File: config.mk
export PLATFORM = sky130hd
export DESIGN_NAME = uart_rx_cfg
export DESIGN_NICKNAME = d
export VERILOG_FILES = /design/src/rtl/uart_rx_cfg.sv
export SDC_FILE = /design/constraint.sdc
export NUM_CORES = 1
export LEC_CHECK = 0
export ABC_CLOCK_PERIOD_IN_PS = 3100
export BUFFER_PORTS_ARGS = -buffer_cell sky130_fd_sc_hd__buf_4
export CAP_MARGIN = 20
export CELL_PAD_IN_SITES_DETAIL_PLACEMENT = 1
export CELL_PAD_IN_SITES_GLOBAL_PLACEMENT = 2
export CORE_MARGIN = 2
export CORE_UTILIZATION = 47
export DETAILED_ROUTE_END_ITERATION = 16
export MAX_ROUTING_LAYER = met4
export PLACE_DENSITY = 0.75
export SETUP_SLACK_MARGIN = 0.02
export SYNTH_ARGS = -nofsm -noshare
export SYNTH_HDL_FRONTEND = slang
export SYNTH_SLANG_ARGS = --single-unit
File: constraint.sdc
create_clock -name i_clk -period 3.1 [get_ports i_clk]
set_clock_uncertainty 0.1 [all_clocks]
set_input_delay 0.93 -clock i_clk [delete_from_list [all_inputs] [get_ports i_clk]]
set_output_delay 0.93 -clock i_clk [all_outputs]
set_load 0.05 [all_outputs]
File: src/rtl/uart_rx_cfg.sv
// Configurable UART receiver: 2-FF synchroniser, 3-sample majority vote, 5-9N/O/E 1/2 framing,
// per-word error tags and an FWFT FIFO (or single holding register) on an AXIS master port.
module uart_rx_cfg #(
    parameter int CLKS_PER_BIT = 16,
    parameter int DATA_BITS    = 8,
    parameter int PARITY       = 0,
    parameter int STOP_BITS    = 1,
    parameter int FIFO_DEPTH   = 16
) (
    input  logic                 i_clk,
    input  logic                 i_arst,
    input  logic                 i_rxd,
    input  logic                 i_m_axis_tready,
    output logic                 o_m_axis_tvalid,
    output logic [DATA_BITS-1:0] o_m_axis_tdata,
    output logic [1:0]           o_m_axis_tuser,
    output logic                 o_rxd_busy,
    output logic                 o_overrun,
    output logic [((FIFO_DEPTH == 0) ? 1 : $clog2(FIFO_DEPTH + 1))-1:0] o_fifo_level
);
    localparam int LVL_W = (FIFO_DEPTH == 0) ? 1 : $clog2(FIFO_DEPTH + 1);
    localparam int CNT_W = $clog2(CLKS_PER_BIT);
    localparam int BIT_W = $clog2(DATA_BITS);
    localparam int WORD_W = DATA_BITS + 2;
    localparam int M = CLKS_PER_BIT / 2;
    localparam logic [CNT_W-1:0] SMP0     = CNT_W'(M - 1);
    localparam logic [CNT_W-1:0] SMP1     = CNT_W'(M);
    localparam logic [CNT_W-1:0] SMP2     = CNT_W'(M + 1);
    localparam logic [CNT_W-1:0] CNT_LAST = CNT_W'(CLKS_PER_BIT - 1);
    localparam logic [BIT_W-1:0] LAST_BIT = BIT_W'(DATA_BITS - 1);
    localparam logic             LAST_STP = 1'(STOP_BITS - 1);

    typedef enum logic [2:0] {S_WAIT_HI, S_IDLE, S_START, S_DATA, S_PAR, S_STOP} state_t;

    state_t               state, state_nx;
    logic                 rxd_m, rxd_s;
    logic [1:0]           arm;
    logic [CNT_W-1:0]     cnt;
    logic [BIT_W-1:0]     bit_cnt;
    logic                 stop_cnt, stop_last;
    logic                 s0, s1, vote, vote_now, busy;
    logic [DATA_BITS-1:0] shreg;
    logic                 ferr, perr;
    logic                 push_vld;
    logic [WORD_W-1:0]    push_word, rd_word;
    logic                 valid, ovr;
    logic [LVL_W-1:0]     level;

    // The synchroniser resets to idle-high, so the FSM must not trust rxd_s until
    // both stages have been loaded from the real line; arm tracks that.
    always_ff @(posedge i_clk or posedge i_arst) begin
        if (i_arst) begin
            rxd_m <= 1'b1;
            rxd_s <= 1'b1;
            arm   <= 2'b00;
        end else begin
            rxd_m <= i_rxd;
            rxd_s <= rxd_m;
            arm   <= {arm[0], 1'b1};
        end
    end

    assign vote      = (s0 & s1) | (s0 & rxd_s) | (s1 & rxd_s);
    assign vote_now  = busy && (cnt == SMP2);
    assign stop_last = (stop_cnt == LAST_STP);

    always_ff @(posedge i_clk or posedge i_arst) begin
        if (i_arst) state <= S_WAIT_HI;
        else        state <= state_nx;
    end

    always_comb begin
        state_nx = state;
        case (state)
            S_WAIT_HI: if (arm[1] && rxd_s) state_nx = S_IDLE;
            S_IDLE:    if (!rxd_s) state_nx = S_START;
            S_START:   if (vote_now) state_nx = vote ? S_IDLE : S_DATA;
            S_DATA:    if (vote_now && bit_cnt == LAST_BIT) state_nx = (PARITY != 0) ? S_PAR : S_STOP;
            S_PAR:     if (vote_now) state_nx = S_STOP;
            S_STOP:    if (vote_now && stop_last) state_nx = (ferr || !vote) ? S_WAIT_HI : S_IDLE;
            default:   state_nx = S_WAIT_HI;
        endcase
    end

    always_comb begin
        busy = 1'b0;
        case (state)
            S_START, S_DATA, S_PAR, S_STOP: busy = 1'b1;
            default:                        busy = 1'b0;
        endcase
    end

    always_ff @(posedge i_clk or posedge i_arst) begin
        if (i_arst) begin
            cnt       <= '0;
            bit_cnt   <= '0;
            stop_cnt  <= 1'b0;
            s0        <= 1'b0;
            s1        <= 1'b0;
            shreg     <= '0;
            ferr      <= 1'b0;
            perr      <= 1'b0;
            push_vld  <= 1'b0;
            push_word <= '0;
        end else begin
            push_vld <= 1'b0;
            if (!busy) begin
                cnt      <= '0;
                bit_cnt  <= '0;
                stop_cnt <= 1'b0;
                ferr     <= 1'b0;
                perr     <= 1'b0;
            end else begin
                cnt <= (cnt == CNT_LAST) ? '0 : cnt + 1'b1;
            end
            if (cnt == SMP0) s0 <= rxd_s;
            if (cnt == SMP1) s1 <= rxd_s;
            if (vote_now) begin
                case (state)
                    S_DATA: begin
                        shreg   <= {vote, shreg[DATA_BITS-1:1]};
                        bit_cnt <= bit_cnt + 1'b1;
                    end
                    S_PAR: perr <= (PARITY == 1) ? ~(^shreg ^ vote) : (^shreg ^ vote);
                    S_STOP: begin
                        if (!vote) ferr <= 1'b1;
                        stop_cnt <= stop_cnt + 1'b1;
                        if (stop_last) begin
                            push_vld  <= 1'b1;
                            push_word <= {perr, ferr | ~vote, shreg};
                        end
                    end
                    default: ;
                endcase
            end
        end
    end

    generate
        if (FIFO_DEPTH > 0) begin : g_fifo
            localparam int AW = (FIFO_DEPTH > 1) ? $clog2(FIFO_DEPTH) : 1;
            logic [WORD_W-1:0] mem [FIFO_DEPTH];
            logic [AW-1:0]     wr_ptr, rd_ptr;
            logic [LVL_W-1:0]  count;
            logic              full, pop, do_push;

            assign full    = (count == LVL_W'(FIFO_DEPTH));
            assign pop     = (count != '0) && i_m_axis_tready;
            // a pop in the same cycle frees the slot, so a full FIFO still accepts
            assign do_push = push_vld && (!full || pop);

            always_ff @(posedge i_clk) begin
                if (do_push) mem[wr_ptr] <= push_word;
            end

            always_ff @(posedge i_clk or posedge i_arst) begin
                if (i_arst) begin
                    wr_ptr <= '0;
                    rd_ptr <= '0;
                    count  <= '0;
                end else begin
                    if (do_push) wr_ptr <= wr_ptr + 1'b1;
                    if (pop)     rd_ptr <= rd_ptr + 1'b1;
                    case ({do_push, pop})
                        2'b10:   count <= count + 1'b1;
                        2'b01:   count <= count - 1'b1;
                        default: count <= count;
                    endcase
                end
            end

            assign valid   = (count != '0);
            assign rd_word = valid ? mem[rd_ptr] : '0;
            assign level   = count;
            assign ovr     = push_vld && full && !pop;
        end else begin : g_reg
            logic              hold_vld, pop, do_push;
            logic [WORD_W-1:0] hold_word;

            assign pop     = hold_vld && i_m_axis_tready;
            assign do_push = push_vld && (!hold_vld || pop);

            always_ff @(posedge i_clk or posedge i_arst) begin
                if (i_arst) begin
                    hold_vld  <= 1'b0;
                    hold_word <= '0;
                end else if (do_push) begin
                    hold_vld  <= 1'b1;
                    hold_word <= push_word;
                end else if (pop) begin
                    hold_vld  <= 1'b0;
                end
            end

            assign valid   = hold_vld;
            assign rd_word = hold_vld ? hold_word : '0;
            assign level   = hold_vld;
            assign ovr     = push_vld && hold_vld && !pop;
        end
    endgenerate

    assign o_m_axis_tvalid = valid;
    assign o_m_axis_tdata  = rd_word[DATA_BITS-1:0];
    assign o_m_axis_tuser  = rd_word[WORD_W-1:DATA_BITS];
    assign o_rxd_busy      = busy;
    assign o_overrun       = ovr;
    assign o_fifo_level    = level;

endmodule

Yosys cells after proc, flatten, opt, wreduce, memory -nomap -nowiden --
Memory sizes are Yosys's and may differ from the RTL's. Index checks and enable logic that the tools add are counted.
Word-level totals: register bits 51, RAM bits 160, input bits 4, memories 1
Memory list:
- g_fifo.mem | words 16, bits a word 10, read ports 1, clocked after Yosys merged registers in 0, write ports 1, RTL line 142 | logic [WORD_W-1:0] mem [FIFO_DEPTH];
Cells by class: $add $sub $neg 7, eq/ne operators 19, mux-type cells 32, bitwise operators 9, reduce and logical (&&, ||, !) cells 21
Operator list (number):
- $mux W3 | 9
- $pmux W3 S6 | 1
- $mux W1 | 17
- $add A4 B1 Y4 const B | 3
- $eq A4 B4 Y1 const B | 3
- $ne A2 B2 Y1 const B | 6
- $mux W10 | 1
- $pmux W5 S2 | 1
- $eq A3 B3 Y1 const B | 3
- $logic_and A1 B1 Y1 | 8
- $mux W4 | 2
- $reduce_xor A8 Y1 | 1
- $eq A3 B2 Y1 const B | 2
- $reduce_and A6 Y1 | 1
- $add A5 B1 Y5 const B | 1
- $eq A5 B5 Y1 const B | 1
- $reduce_bool A5 Y1 | 1
- $sub A5 B1 Y5 const B | 1
- $eq A4 B3 Y1 const B | 1
- $reduce_or A4 Y1 | 1
- $add A3 B1 Y3 const B | 1
- $and A1 B1 Y1 | 3
- $eq A3 B1 Y1 const B | 1
- $logic_not A1 Y1 | 3
- 12 further kinds | 16

Longest topological paths before layout --
depth in word-level cells 8, gate-level depth with buffers 9, gate-level depth less buffers 8

Least setup slack after synthesis --
OpenSTA, ideal clock, no wires.
path type register to output, start point reg g_fifo.count[1] (netlist: o_fifo_level[1]), end point out o_overrun, arrival time 2408 ps, required time 2070 ps, path slack -338 ps, stages on the path, launching flop included 4, cell sequence dfrtp_1 -> or4_1 -> buf_2 -> nor3_1
On the way: cells in the longest elaborated chain, start to end 4, elaborated cells between the ends (all ways) 6, those cells by class eq/ne: 1; reduce/logical: 5
Ends and longest elaborated chain:
- start, declared | RTL line 144 | logic [LVL_W-1:0] count;
- start signal, assigned | RTL line 165 | 2'b10: count <= count + 1'b1;
- start signal, assigned | RTL line 166 | 2'b01: count <= count - 1'b1;
- start signal, assigned | RTL line 167 | default: count <= count;
- $reduce_bool A5 Y1 | RTL line 148 | assign pop = (count != '0) && i_m_axis_tready;
- $logic_and A1 B1 Y1 | RTL line 148
- $logic_not A1 Y1 | RTL line 175 | assign ovr = push_vld && full && !pop;
- $logic_and A1 B1 Y1 * | RTL line 175
- end, declared | RTL line 18 | output logic o_overrun,
Every way passes the cells marked *; elsewhere a longest branch is shown, timed or not.

Final worst setup path --
start point reg g_fifo.rd_ptr[0], end point out o_m_axis_tdata[5]
On the way: cells in the longest elaborated chain, start to end 2
Ends and longest elaborated chain:
- start, declared | RTL line 143 | logic [AW-1:0] wr_ptr, rd_ptr;
- start signal, assigned | RTL line 163 | if (pop) rd_ptr <= rd_ptr + 1'b1;
- $mem_v2 Z16 W10
- $mux W10 | RTL line 173 | assign rd_word = valid ? mem[rd_ptr] : '0;
- end, declared | RTL line 15 | output logic [DATA_BITS-1:0] o_m_axis_tdata,
No other way between the ends.

==> results.sh <==
export IMPL_io_pins=22
export IMPL_synthTopCellsByArea="sky130_fd_sc_hd__edfxtp_1 56%, sky130_fd_sc_hd__dfrtp_1 14%, sky130_fd_sc_hd__mux4_2 11%"
export IMPL_tightestPinTransition_ns=0.718
export IMPL_ys_seq_area_share_pct=71.3
export IMPL_worstSetupStartpointType="register"
export IMPL_share_clk_of_total_power_pct=31.2
export IMPL_min_delay_path_class="register to register"
export IMPL_path_max_fanout=8
export IMPL_netlist_area_um2=8530
export IMPL_failed_checks="setup timing"
export IMPL_drt_vias_per_instance=5.73
export IMPL_drt_initial_drc_count=298
export IMPL_largest_net_degree_at_the_start_of_global_routing=24
export IMPL_syn_instance_count=496
export IMPL_number_of_antenna_violations_at_the_first_check_in_global_routing=0
export IMPL_hpwlAfterDp_um=12100
export IMPL_track_usage_pct=20.7
export IMPL_synth_seq_cells=211
export IMPL_insertion_delay_ns=0.50
export IMPL_p_total_w=0.00841
export IMPL_cts_tree="yes"
export IMPL_post_route_drc_count=0
export IMPL_critical_path_arrival_ns=2.29
export IMPL_synth_enable_flop_cells=160
export IMPL_synthesis_nets=512
export IMPL_cts_num_sinks=211
export IMPL_global_route_wire_length_before_repair_um=29600
export IMPL_avgSynthCellArea_um2=17.2
export IMPL_ant_nets=0
export IMPL_grt_setup_unrepaired="true"
export IMPL_yosys_cell_types_count=47
export IMPL_cts_buffer_depth=3
export IMPL_final_setup_viol_count=10
export IMPL_timing_fmax_mhz=301
export IMPL_crit_path_end_kind="output port"
export IMPL_status="complete, but fails checks"
export IMPL_synth_warning_count=0
export IMPL_setup_worst_path_class="register to output port"
export IMPL_asyncSetResetFlopFracSynth_pct=24.2
export IMPL_area_delta_synth_final_pct=19.4
export IMPL_maxCapViolCount=0
export IMPL_switching_share_pct=30.7
export IMPL_hold_violations=0
export IMPL_start_util_pct=47.7
export IMPL_synth_top_flop_cell="sky130_fd_sc_hd__edfxtp_1"
export IMPL_pwr_share_seq_pct=39.8
export IMPL_drv_slew=0
export IMPL_clk_transition_reported_paths_ns=0.06
export IMPL_routed_via_count=4581
export IMPL_finalWorstPathRequiredPeriod_ns=3.32
export IMPL_gp_congestion=0.786
export IMPL_reported_leakage_power_nw=3.84
export IMPL_row_count=49
export IMPL_synth_area_leader_cell="sky130_fd_sc_hd__edfxtp_1"
export IMPL_overflow=0
export IMPL_first_global_vias=4939
export IMPL_finalNonFillerCells=800
export IMPL_n_antenna_cell=0
export IMPL_finalNetCount=572
export IMPL_dr_pass1_iters=4
export IMPL_avgRoutedWirePerCell_um=23.5
export IMPL_ctsHtreeMaxLevel=1
export IMPL_critPathRequiredTime_ns=2.07
export IMPL_synth_top_cell_area_share_pct=56.3
export IMPL_combinationalPowerShare_pct=28.9
export IMPL_floorplan_die_area_um2=19300
export IMPL_fin_crit_sh_pct=107
export IMPL_routed_wl_um=18800
export IMPL_port_buffers=21
export IMPL_timing_setup_tns_ns=-2.01
export IMPL_clockRootBuffer="sky130_fd_sc_hd__clkbuf_16"
export IMPL_layout_drive_gt1_share_pct=32.7
export IMPL_max_slew_margin_pct=52.1
export IMPL_irDropWorstVdd_v=0.000638
export IMPL_post_place_cells=754
export IMPL_numCtsBuffers=23
export IMPL_cellPowerDensity_nw_per_um2=825
export IMPL_die_width_um=139
export IMPL_finalCoreUtilization_pct=56.9
export IMPL_core_area_um2=17900
export IMPL_pnr_worst_setup_slack_ns=-0.221
export IMPL_switchingPower_w=0.00258
export IMPL_die_y_um=139
export IMPL_internal_power_w=0.00583
export IMPL_final_hold_worst_slack_ns=0.249
-- metrics by stage --
stage | cell area [um^2] | setup slack [ns]
CTS | 10100 | -0.256
finish | 10200 | -0.221
floorplan | 8540 | -0.0226
global placement | 9210 | 0.0959
detailed placement | 9210 | 0.0863
global route | 10200 | -0.295
-- worst max-delay path, stage by stage (launching register included) --
cell,delay (ns)
sky130_fd_sc_hd__dfrtp_2,0.45
sky130_fd_sc_hd__buf_12,0.17
sky130_fd_sc_hd__buf_12,0.15
sky130_fd_sc_hd__mux4_2,0.51
sky130_fd_sc_hd__a22oi_2,0.25
sky130_fd_sc_hd__a21oi_2,0.08
sky130_fd_sc_hd__buf_6,0.16
-- cell usage after synthesis, drive strengths merged, types with 11 or more instances --
| cell type | count |
|---|---|
| ha | 12 |
| a22oi | 20 |
| mux2 | 14 |
| mux4 | 40 |
| a21oi | 20 |
| inv | 16 |
| clkbuf | 11 |
| nor2 | 17 |
| edfxtp | 160 |
| nand2 | 36 |
| o21ai | 11 |
| xnor2 | 14 |
| dfrtp | 49 |
-- cells in the final DEF, fill, tap and decap left out, types with 6 or more instances in the layout --
master and count:
sky130_fd_sc_hd__buf_12 7, sky130_fd_sc_hd__nor3_1 6, sky130_fd_sc_hd__clkbuf_16 23, sky130_fd_sc_hd__nand2_1 36
sky130_fd_sc_hd__clkbuf_1 7, sky130_fd_sc_hd__buf_6 13, sky130_fd_sc_hd__mux2_2 13, sky130_fd_sc_hd__nor2_1 16
sky130_fd_sc_hd__xnor2_1 14, sky130_fd_sc_hd__nand3_1 8, sky130_fd_sc_hd__ha_1 12, sky130_fd_sc_hd__a22oi_2 16
sky130_fd_sc_hd__a21oi_2 10, sky130_fd_sc_hd__edfxtp_1 160, sky130_fd_sc_hd__mux4_2 40, sky130_fd_sc_hd__a21oi_1 10
sky130_fd_sc_hd__inv_1 15, sky130_fd_sc_hd__dfrtp_1 46, sky130_fd_sc_hd__o21ai_0 10, sky130_fd_sc_hd__buf_4 35
-- final timing paths --
path | startpoint | end | slack, ns | cells past startpoint
min in group asynchronous | i_arst | cnt[1]$_DFF_PP0_ | 0.36 | 2
min | arm[0]$_DFF_PP0_ | arm[1]$_DFF_PP0_ | 0.25 | 0
max in group asynchronous | i_arst | shreg[2]$_DFFE_PP0P_ | 1.92 | 3
max | g_fifo.rd_ptr[0]$_DFFE_PP0N_ | o_m_axis_tdata[5] | -0.22 | 6
max reg2reg | o_fifo_level[0]$_DFFE_PP0P_ | o_fifo_level[4]$_DFFE_PP0P_ | 0.48 | 8
min reg2reg | arm[0]$_DFF_PP0_ | arm[1]$_DFF_PP0_ | 0.25 | 0
-- flip-flops by register name, summed over array words and instances, names as in the netlist --
name,cells
rxd_s,1
shreg,8
s0,1
state,3
push_word,10
perr,1
bit_cnt,3
g_fifo.rd_ptr,4
cnt,4
ferr,1
stop_cnt,1
o_fifo_level,5
rxd_m,1
g_fifo.mem,160
arm,2
s1,1
push_vld,1
g_fifo.wr_ptr,4
-- repair_timing --
item / in CTS / in global routing
setup buffers: 5 / 0
hold buffers: 0 / 0
pin swaps: 11 / 7
cloned: 1 / 0
gates resized for setup: 31 / 15
setup endpoints to repair: 12 / 12
-- power by group through the flow --
stage / registers [W] / logic, W / clock network, W
6_report: 0.00335 / 0.00243 / 0.00263
5_1_grt: 0.00337 / 0.00261 / 0.00280
4_1_cts: 0.00334 / 0.00241 / 0.00268
3_5_place_dp: 0.00340 / 0.00215 / 0
3_3_place_gp: 0.00339 / 0.00213 / 0
2_1_floorplan: 0.00343 / 0.00138 / 0
-- cells by family after synthesis --
kind of cell,Yosys count,synth area share (%)
other,1,0.0439
DFF,211,71.3
adders and majority gates,13,1.88
buffers and inverters,37,1.80
xor gates and xnor gates,19,2.11
and+or+nand+nor,95,5.28
muxes,54,12.4
AOI/OAI and AO/OA,66,5.16
-- cell type report --
class,count,area [um^2]
Tap cell,229,287
Fill cell,1615,7710
Sequential cell,211,6090
Multi-Input combinational cell,248,2460
Inverter,16,60.1
Clock buffer,32,629
Timing Repair Buffer,56,577
Clock inverter,8,92.6
-- per-layer routing --
| metal | global-route usage, % | up-vias | share of wire, % |
|---|---|---|---|
| met4 | 6.86 | 0 | 2.8 |
| met2 | 32.8 | 126 | 49 |
| li1 | - | 2047 | - |
| met1 | 27.8 | 2367 | 43 |
| met3 | 3.49 | 41 | 5.2 |
| met5 | - | - | 0 |
Power figures use the tool's default switching activity.
